[src/rtl/adc_sclk_seq.sv]
// ADC sample-clock sequencer: divides clk into an sclk burst (counted or continuous)
// with a per-period sample strobe, clean period-aligned stop and done pulse.
module adc_sclk_seq #(
    parameter int unsigned DIV_W       = 8,
    parameter int unsigned CNT_W       = 16,
    parameter int unsigned DIV_DEFAULT = 10
) (
    input  logic             clk,
    input  logic             rst,
    input  logic             cfg_valid,
    output logic             cfg_ready,
    input  logic [DIV_W-1:0] cfg_div,
    input  logic [CNT_W-1:0] cfg_count,
    input  logic             start,
    input  logic             stop,
    output logic             sclk,
    output logic             sample_stb,
    output logic             busy,
    output logic             done,
    output logic [CNT_W-1:0] samples_left
);

    typedef enum logic [1:0] {
        IDLE,
        RUN,
        STOPPING
    } state_e;

    state_e             state_q, state_d;
    logic [DIV_W-1:0]   phase_q, phase_d;
    logic [DIV_W-1:0]   div_q, div_d;
    logic [CNT_W-1:0]   cnt_q, cnt_d;
    logic [CNT_W-1:0]   left_q, left_d;
    logic               sclk_q, sclk_d;
    logic               stb_q, stb_d;
    logic               busy_q, busy_d;
    logic               done_q, done_d;
    logic               cfg_ready_q, cfg_ready_d;
    logic               period_end;
    logic               run_d;
    logic [DIV_W-1:0]   thr_d;

    // State register; reset forces an idle, quiet sequencer at once.
    always_ff @(posedge clk or negedge rst) begin
        if (!rst) begin
            state_q     <= IDLE;
            phase_q     <= '0;
            div_q       <= DIV_W'(DIV_DEFAULT);
            cnt_q       <= '0;
            left_q      <= '0;
            sclk_q      <= 1'b0;
            stb_q       <= 1'b0;
            busy_q      <= 1'b0;
            done_q      <= 1'b0;
            cfg_ready_q <= 1'b1;
        end else begin
            state_q     <= state_d;
            phase_q     <= phase_d;
            div_q       <= div_d;
            cnt_q       <= cnt_d;
            left_q      <= left_d;
            sclk_q      <= sclk_d;
            stb_q       <= stb_d;
            busy_q      <= busy_d;
            done_q      <= done_d;
            cfg_ready_q <= cfg_ready_d;
        end
    end

    // Next state; outputs are derived from the next phase so every output is a flop.
    always_comb begin
        state_d    = state_q;
        phase_d    = phase_q;
        div_d      = div_q;
        cnt_d      = cnt_q;
        left_d     = left_q;
        done_d     = 1'b0;
        period_end = (phase_q == div_q - DIV_W'(1));

        if (cfg_valid && cfg_ready_q) begin
            div_d = (cfg_div < DIV_W'(2)) ? DIV_W'(2) : cfg_div;
            cnt_d = cfg_count;
        end

        case (state_q)
            IDLE: begin
                if (start && !stop) begin
                    state_d = RUN;
                    phase_d = '0;
                    left_d  = cnt_d;
                end
            end
            RUN, STOPPING: begin
                phase_d = period_end ? '0 : phase_q + DIV_W'(1);
                if (stb_q && (cnt_q != '0)) begin
                    left_d = left_q - CNT_W'(1);
                end
                // Runs only ever end on a period boundary.
                if (period_end && (stop || (state_q == STOPPING) ||
                                   ((cnt_q != '0) && (left_d == '0)))) begin
                    state_d = IDLE;
                    done_d  = 1'b1;
                end else if (stop) begin
                    state_d = STOPPING;
                end
            end
            default: state_d = IDLE;
        endcase

        run_d       = (state_d != IDLE);
        thr_d       = div_d - (div_d >> 1);
        sclk_d      = run_d && (phase_d >= thr_d);
        stb_d       = run_d && (phase_d == thr_d);
        busy_d      = run_d;
        cfg_ready_d = !run_d;
    end

    assign cfg_ready    = cfg_ready_q;
    assign sclk         = sclk_q;
    assign sample_stb   = stb_q;
    assign busy         = busy_q;
    assign done         = done_q;
    assign samples_left = left_q;

endmodule

[config.mk]
export PLATFORM = sky130hd
export DESIGN_NAME = adc_sclk_seq
export DESIGN_NICKNAME = d
export VERILOG_FILES = /design/src/rtl/adc_sclk_seq.sv
export SDC_FILE = /design/constraint.sdc
export NUM_CORES = 1
export LEC_CHECK = 0
export BUFFER_PORTS_ARGS = -buffer_cell sky130_fd_sc_hd__buf_4
export CAP_MARGIN = 0
export CELL_PAD_IN_SITES_DETAIL_PLACEMENT = 0
export CELL_PAD_IN_SITES_GLOBAL_PLACEMENT = 1
export CORE_ASPECT_RATIO = 0.75
export CORE_UTILIZATION = 41
export DETAILED_ROUTE_END_ITERATION = 7
export PLACE_DENSITY_LB_ADDON = 0.1
export SLEW_MARGIN = 0
export SYNTH_ARGS = -nofsm -noshare
export SYNTH_HDL_FRONTEND = slang
export SYNTH_SLANG_ARGS = --single-unit
[constraint.sdc]
create_clock -name clk -period 3.3 [get_ports clk]
set_clock_uncertainty 0.1 [all_clocks]
set_input_delay 0.495 -clock clk [delete_from_list [all_inputs] [get_ports clk]]
set_output_delay 0.495 -clock clk [all_outputs]
set_load 0.005 [all_outputs]
# Word level (Yosys, flattened, before mapping)
# Index checks and enable logic that the tools add are counted.
# W data, S select, Z words.
dict set report totals {
  regBits 55
  in_bits 29
  output_inout_bits 21
}
dict set report op_classes {
  n_addsub 4
  order_cmp 2
  n_eq_ne 5
  mux 16
  n_reduce_logical 18
}
# operator count
set ops {}
lappend ops {{$mux W16} 4}
lappend ops {{$mux W8} 4}
lappend ops {{$pmux W16 S2} 1}
lappend ops {{$eq A8 B8 Y1} 2}
lappend ops {{$logic_not A16 Y1} 1}
lappend ops {{$pmux W8 S2} 1}
lappend ops {{$reduce_bool A16 Y1} 1}
lappend ops {{$sub A16 B1 Y16 const B} 1}
lappend ops {{$add A8 B1 Y8 const B} 1}
lappend ops {{$ge A8 B8 Y1} 1}
lappend ops {{$lt A8 B2 Y1 const B} 1}
lappend ops {{$sub A8 B1 Y8 const B} 1}
lappend ops {{$sub A8 B7 Y8} 1}
lappend ops {{$logic_and A1 B1 Y1} 7}
lappend ops {{$mux W2} 3}
lappend ops {{$pmux W2 S2} 1}
lappend ops {{$reduce_bool A2 Y1} 2}
lappend ops {{$eq A2 B1 Y1 const B} 1}
lappend ops {{$eq A2 B2 Y1 const B} 1}
lappend ops {{$logic_not A1 Y1} 2}
lappend ops {{$logic_not A2 Y1} 1}
lappend ops {{$logic_or A1 B1 Y1} 2}
lappend ops {{$mux W1} 2}
lappend ops {{$ne A2 B2 Y1 const B} 1}
lappend ops {{2 further kinds} 2}

# Logic depth before layout (Yosys ltp)
# Gate-level depths: netlist of run 1.
dict set report depth {
  ltp_word 12
  depth_mapped 18
  depth_no_buf 17
}

# Worst setup path before layout of run 1
# Ideal clock, no wire load.
dict set report synth_timing {
  kind {input to register}
  startpoint {input port cfg_valid}
  endpoint {register sclk_q (netlist: sclk)}
  arrival_time_ns 3.461
  t_required_ns 3.073
  path_slack_ns -0.388
  stages 17
  path_buffers 1
  cell_sequence {nand2_1 -> clkbuf_1 -> a21oi_1 -> a22oi_1 -> ha_1 -> inv_1 -> fa_1 -> a21oi_1 -> nor2_1 -> nor2_1 -> o21bai_1 -> a21oi_1 -> xor2_1 -> ha_1 -> a21o_1 -> a211oi_1 -> nor2_1}
}
dict set report synth_between {
  elab_chain_cells 5
}
# element line
set synth_lines {}
lappend synth_lines {{from (decl)} 10} ;# input logic cfg_valid,
lappend synth_lines {{$logic_and A1 B1 Y1} 80} ;# if (cfg_valid && cfg_ready_q) begin
lappend synth_lines {{$mux W8} 80}
lappend synth_lines {{named net div_d[1]} 31} ;# logic [DIV_W-1:0] div_q, div_d;
lappend synth_lines {{$sub A8 B7 Y8} 111} ;# thr_d = div_d - (div_d >> 1);
lappend synth_lines {{$ge A8 B8 Y1} 112} ;# sclk_d = run_d && (phase_d >= thr_d);
lappend synth_lines {{$logic_and A1 B1 Y1} 112}
lappend synth_lines {{named net sclk_d} 34} ;# logic sclk_q, sclk_d;
lappend synth_lines {{to (signal assigned)} 62} ;# sclk_q <= sclk_d;
lappend synth_lines {{to (decl)} 34}
# The timed path passes the listed nets, and every way through them passes these cells.
# A chain may end at the register's enable or synchronous reset.

# Final worst setup path of run 1
dict set report layout_timing {
  startpoint {register div_q[1]}
  endpoint {register sclk_q (netlist: sclk)}
}
dict set report layout_between {
  elab_chain_cells 7
}
# element line
set layout_lines {}
lappend layout_lines {{from (decl)} 31}
lappend layout_lines {{from (signal assigned)} 48} ;# div_q <= DIV_W'(DIV_DEFAULT);
lappend layout_lines {{from (signal assigned)} 59} ;# div_q <= div_d;
lappend layout_lines {{branches (longest 6 deep; another with $sub A8 B1 Y8)} --}
lappend layout_lines {{$logic_and A1 B1 Y1 *} 112}
lappend layout_lines {{named net sclk_d} 34}
# Mark *: on every way through the listed nets, which the timed path passes.

==> results.txt, run 1 <==
I/O pin cnt = 50
Worst Path Arrival = 3.52 ns
failing checks = negative setup slack
FP Rows = 29
Post-synth top flop = dfrtp_1
Initial Utilization = 42.5%
Core Region = 8530 um2
Tmin final = 3.44 ns
EDFF count, synth = 0
outcome = finished, violations left
RSZ-0062 raised after global routing = true
Tot Pwr = 5.26 mW
Die ar. = 9230 um2
pre-CTS setup slack = -0.325 ns
CTS clock-pin slew for the worst setup and hold paths = 0.08 ns
diode count = 0
maximum VDD drop = 0.491 mV
worst relative slew slack = 53.4%
FMAX = 291 MHz
1st-iter DRT viols = 109
Crit Path Class = reg2reg
Max-cap violations = 0
Clk Latency, worst-skew pair = 0.30 ns
top cells by area, synth = dfrtp_1, ha_1, mux2_2
reg-to-reg slack, setup = -0.14 ns
total gr overflow = 0
CTS buffer count = 5
most frequent cells in the layout = buf_4, dfrtp_1, nand2_1, a21oi_1, inv_1
initial antenna violation count = 0
H-tree depth = 2
asr flop ratio synth = 100%
worst-path maximum fanout = 3
largest net degree at the start of global routing = 56
Area Overhead vs Synth = 28.9%
GRT Util Overall = 19.8%
power density over the cells = 1120 nW/um2
Worst EP required = 3.38 ns
first-pass GRT wire length = 14.4 mm
vias = 2945
CTS tree = built
WL/cell = 15.9 um
Post-Syn Area = 3630 um2
Yosys cell types = 61
vias per inst = 5.34
die width = 111 um
CTS Buffer Depth = 2
RePlAce Congestion = 0.801
final number of setup-violating endpoints = 1
most common cell after layout, fill and taps aside = buf_4
Total Wirelength = 8.79 mm
Root Buffer = clkbuf_16
nets = 494
#FFs+latches synth = 55
share of cells above drive strength 1 = 37.8%
Synth top area share = 35.9%
Routed Antenna Nets = 0
Syn Nets = 412
Tcrit/Tclk final = 104%
min setup slack post-route = -0.137 ns
Synth warnings = 0
final slew viol count = 0
DRC Markers = 0
largest area contributor in the netlist = dfrtp_1
Mapped Avg Cell Area = 10.0 um2
buffers added on ports = 49
Leakage = 2.16 nW
# clock sinks = 55
register area share after synthesis = 38.0%
Hold WC Path Type = in2async
vias in the first global route = 2736
DRT Pass-1 Iters = 4
Fin Setup TNS = -0.137 ns
Worst-Margin Slew = 0.699 ns
Fin. Hold Viols = 0
Mapped Cells = 361
type of origin of the critical path = flop
HPWL after DPL = 6.62 mm
Die Height = 83.5 um
crit end category = flop
-- metal layers --
layer	part of all wire, %	global-route usage [%]	vias to the layer above
met3	4.0	4.07	8
met5	0	0	-
met2	39	25.1	55
met1	56	32.8	1407
li1	-	-	1475
met4	0.89	4.73	0
-- flip-flops by register name, summed over array words and instances, names as in the netlist --
register / flops
busy: 1
cfg_ready: 1
cnt_q: 16
div_q: 8
done: 1
phase_q: 8
sample_stb: 1
samples_left: 16
sclk: 1
state_q: 2
-- critical path, stage by stage, from the launching register on --
cell and delay [ns]:
dfstp_2 0.54, inv_2 0.05, ha_4 0.16, nor3b_4 0.15, xnor2_2 0.17, o2111ai_2 0.16
a2111oi_4 0.50, nor3_2 0.09, a21oi_2 0.19, ha_1 0.28, nand2b_4 0.14, a21o_1 0.15
a21o_1 0.16, a21oi_2 0.13, nor2_1 0.06, a211oi_1 0.22, nor2_1 0.07
-- metrics by stage --
| step | utilization, % | cells | area [um2] | hold WS [ns] |
|---|---|---|---|---|
| 3_3_place_gp | 51.0 | 539 | 4350 | 0.436 |
| 3_5_place_dp | 51.0 | 539 | 4350 | 0.442 |
| 6_report | 54.8 | 552 | 4680 | 0.138 |
| 5_1_grt | 54.8 | 552 | 4680 | 0.203 |
| 2_1_floorplan | - | 361 | 3680 | 0.0994 |
| 4_1_cts | 53.4 | 547 | 4550 | 0.170 |
-- where the power goes --
group / internal, mW / switching (mW)
registers: 0.989 / 0.373
clock network: 0.362 / 0.258
logic: 1.67 / 1.61
total: 3.02 / 2.24
-- synth_stat cells (5+ instances only) --
| library cell | count |
|---|---|
| dfrtp_1 | 52 |
| and3_1 | 6 |
| a21oi_1 | 27 |
| nor2_1 | 19 |
| nand2_1 | 26 |
| mux2i_1 | 16 |
| o22ai_1 | 16 |
| o21ai_0 | 9 |
| xnor2_1 | 7 |
| nand2b_1 | 6 |
| a21o_1 | 5 |
| mux2_2 | 20 |
| ha_1 | 21 |
| nor3_1 | 6 |
| inv_1 | 25 |
| nand3_1 | 15 |
| xor2_1 | 9 |
-- cells by family after synthesis --
family,share of synthesized area [%]
AOI/OAI and AO/OA,16.5
xor gates and xnor gates,3.86
adders and majority gates,7.80
buffers and inverters,4.86
DFF,38.0
muxes,10.6
and+or+nand+nor,18.3
-- layout make-up --
type | count | area (um2)
inverter | 25 | 93.8
clock buffer | 6 | 129
clock inverter | 2 | 38.8
fill | 743 | 3850
timing repair buffer | 88 | 668
sequential | 55 | 1380
tap | 108 | 135
multi-input combinational | 268 | 2230
-- final timing paths --
check / startpoint / endpoint / cells past startpoint
worst max register to register: div_q[1] / sclk / 16
min in group clk: cfg_count[12] / cnt_q[12] / 2
worst min register to register: cnt_q[0] / cnt_q[0] / 1
max in group asynchronous: rst / phase_q[3] / 1
worst min-delay path: rst / cnt_q[4] / 1
worst max-delay path: div_q[1] / sclk / 16
-- timing repair --
item | in CTS | in global routing
cloned | 0 | 0
hold buffers | 0 | 0
pin swaps | 1 | 23
endpoints found under the setup margin | 2 | 2
buffers inserted | 0 | 5
resized for setup | 7 | 15
No activity file was read; power rests on OpenSTA's default activity.
==> inputs of run 2 (changes only) <==
CELL_PAD_IN_SITES_DETAIL_PLACEMENT = default   (was 0)
CELL_PAD_IN_SITES_GLOBAL_PLACEMENT = default   (was 1)
CORE_ASPECT_RATIO = 0.9   (was 0.75)
CORE_UTILIZATION = 45   (was 41)
PLACE_DENSITY = 0.67   (was default)
PLACE_DENSITY_LB_ADDON = default   (was 0.1)
==> results.txt, run 2 (synthesized netlist as in run 1, its figures left out) <==
met2 usage = 31.7% (+6.6 points)
area post-placement = 4290 um2 (-1.2%)
Die ar. = 8420 um2 (-8.7%)
vias in the first global route = 2851 (+4.2%)
DRC Markers = 0 (unchanged)
final number of setup-violating endpoints = 1 (unchanged)
min setup slack post-route = -0.106 ns (+0.0315 ns)
Worst-Margin Slew = 0.703 ns (+0.00426 ns)
first-pass GRT wire length = 13.8 mm (-4.6%)
GRT Util Overall = 20.2% (+0.46 points)
Clk pwr share = 7.6% (-4.2 points)
share of cells above drive strength 1 = 35.1% (-2.8 points)
Area Overhead vs Synth = 23.1%
Tmin final = 3.41 ns (-0.0315 ns)
crit end category = flop
RePlAce Congestion = 0.835 (+4.3%)
I/O pin cnt = 50 (unchanged)
power density over the cells = 1090 nW/um2 (-3.2%)
Switching Share = 44.2% (+1.6 points)
met1 GRT Util = 29.5% (-3.3 points)
CTS clock-pin slew for the worst setup and hold paths = 0.10 ns (+0.02 ns)
final slew viol count = 0 (unchanged)
HPWL after DPL = 6.36 mm (-3.9%)
CTS tree = built
final instance area = 4470 um2 (-4.5%)
Hold WC Path Type = in2async
initial antenna violation count = 0 (unchanged)
Tot Pwr = 4.86 mW (-7.6%)
worst-path maximum fanout = 6 (+3)
Multi-input gate area = 2170 um2 (-3.0%)
register area = 1380 um2 (unchanged)
FMAX = 294 MHz (+0.92%)
CTS buffer count = 5 (unchanged)
worst relative slew slack = 53.1% (-0.28 points)
Pint = 2.71 mW (-10%)
Crit Path Class = reg2reg
nets = 489 (-1.0%)
Fillers = 706 (-5.0%)
Comb pwr share = 64.5% (+2.2 points)
DRT Pass-1 Iters = 5 (+1)
Total Wirelength = 8.41 mm (-4.4%)
Worst EP required = 3.39 ns (about the same)
die width = 96.6 um (-13%)
most common cell after layout, fill and taps aside = buf_4
vias = 2950 (+0.17%)
Initial Utilization = 47.4% (+4.8 points)
Leakage = 2.07 nW (-4.2%)
most frequent cells in the layout = buf_4, dfrtp_1, nand2_1, a21oi_1, inv_1
RSZ-0062 raised after global routing = true
CTS Buffer Depth = 2 (unchanged)
WL/cell = 15.7 um (-1.3%)
Core Region = 7660 um2 (-10%)
diode count = 0 (unchanged)
total net switching power = 2.15 mW (-4.0%)
H-tree depth = 2 (unchanged)
largest net degree at the start of global routing = 56 (unchanged)
Root Buffer = clkbuf_8
Routed Antenna Nets = 0 (unchanged)
total gr overflow = 0 (unchanged)
Max-cap violations = 0 (unchanged)
Fin. Hold Viols = 0 (unchanged)
Tcrit/Tclk final = 103% (-0.95 points)
# clock sinks = 55 (unchanged)
vias per inst = 5.51 (+3.4%)
Clk Latency, worst-skew pair = 0.31 ns (about the same)
Reg power frac = 27.9% (+2.0 points)
GR peak layer = met2
type of origin of the critical path = flop
GR met3 Demand/Resource = 2.73% (-1.3 points)
failing checks = negative setup slack
Die Height = 87.2 um (+4.5%)
outcome = finished, violations left
FP Rows = 30 (+3.4%)
Worst Path Arrival = 3.49 ns (-0.03 ns)
maximum VDD drop = 0.712 mV (+45%)
1st-iter DRT viols = 110 (+0.92%)
buffers added on ports = 49 (unchanged)
## run 2: changes by cell type in the layout (fill, tap and decap cells not counted), sizes merged
cell and change:
clkinvlp +1, buf -5, bufinv -1, inv -1, clkbuf +1
## run 2: area by class of cell
class | instances | share of cell area, %
clock buffers | 7 | 1.71
clock inverters | 1 | 0.168
inverters | 25 | 2.10
multi-input cells | 268 | 48.5
flip-flops and latches | 55 | 30.9
well taps | 96 | 2.69
repair buffers | 83 | 13.9
## run 2: path summary, 6_finish.rpt
kind,cells after the start,slack (ns),to,start
worst max register to register,17,-0.11,sclk,div_q[1]
min in group clk,2,0.33,cnt_q[13],cfg_count[13]
max in group asynchronous,1,2.49,state_q[1],rst
worst max-delay path,17,-0.11,sclk,div_q[1]
worst min register to register,1,0.45,cnt_q[3],cnt_q[3]
worst min-delay path,1,0.11,cnt_q[12],rst
## run 2: what timing repair did
item                                    4_1_cts  5_1_grt
pin swaps                                     0       10
endpoints found under the setup margin        1        2
resized for setup                             1       10
setup buffers                                 0        5
hold buffers                                  0        0
## run 2: metrics by stage
step / cells / TNS, ns / setup WS (ns) / utilization, % / hold WS [ns]
floorplan: 361 / -0.00341 / -0.00341 / - / 0.0994
global placement: 522 / -0.190 / -0.141 / 56.1 / 0.429
CTS: 530 / -0.105 / -0.105 / 57.2 / 0.158
global route: 535 / -0.488 / -0.295 / 58.3 / 0.170
detailed placement: 522 / -0.412 / -0.283 / 56.1 / 0.436
finish: 535 / -0.106 / -0.106 / 58.3 / 0.113
## run 2: power by group through the flow
stage / registers [mW] / logic, mW / clock network [mW]
detailed placement: 1.36 / 2.94 / 0
global route: 1.41 / 3.46 / 0.400
CTS: 1.35 / 2.96 / 0.377
floorplan: 1.28 / 2.07 / 0
finish: 1.36 / 3.13 / 0.367
global placement: 1.35 / 2.85 / 0
## run 2: critical path, cell delays in order, from the launching register on
cell and delay (ns):
dfstp_2 0.55, inv_2 0.05, ha_4 0.18, o21bai_1 0.17
a211oi_2 0.29, a2111oi_4 0.07, a2111oi_4 0.27, buf_4 0.19
nor3_2 0.05, a21oi_2 0.19, ha_1 0.28, nand2b_1 0.14
a21o_1 0.17, a21o_1 0.18, a21oi_2 0.12, nor2_1 0.07
a211oi_2 0.14, nor2_1 0.07
## run 2: per-layer routing
layer / wire length (um) / part of all wire (%)
met5: 0 / 0
met3: 307 / 3.7
met2: 3810 / 45
met1: 4230 / 50
met4: 59 / 0.70
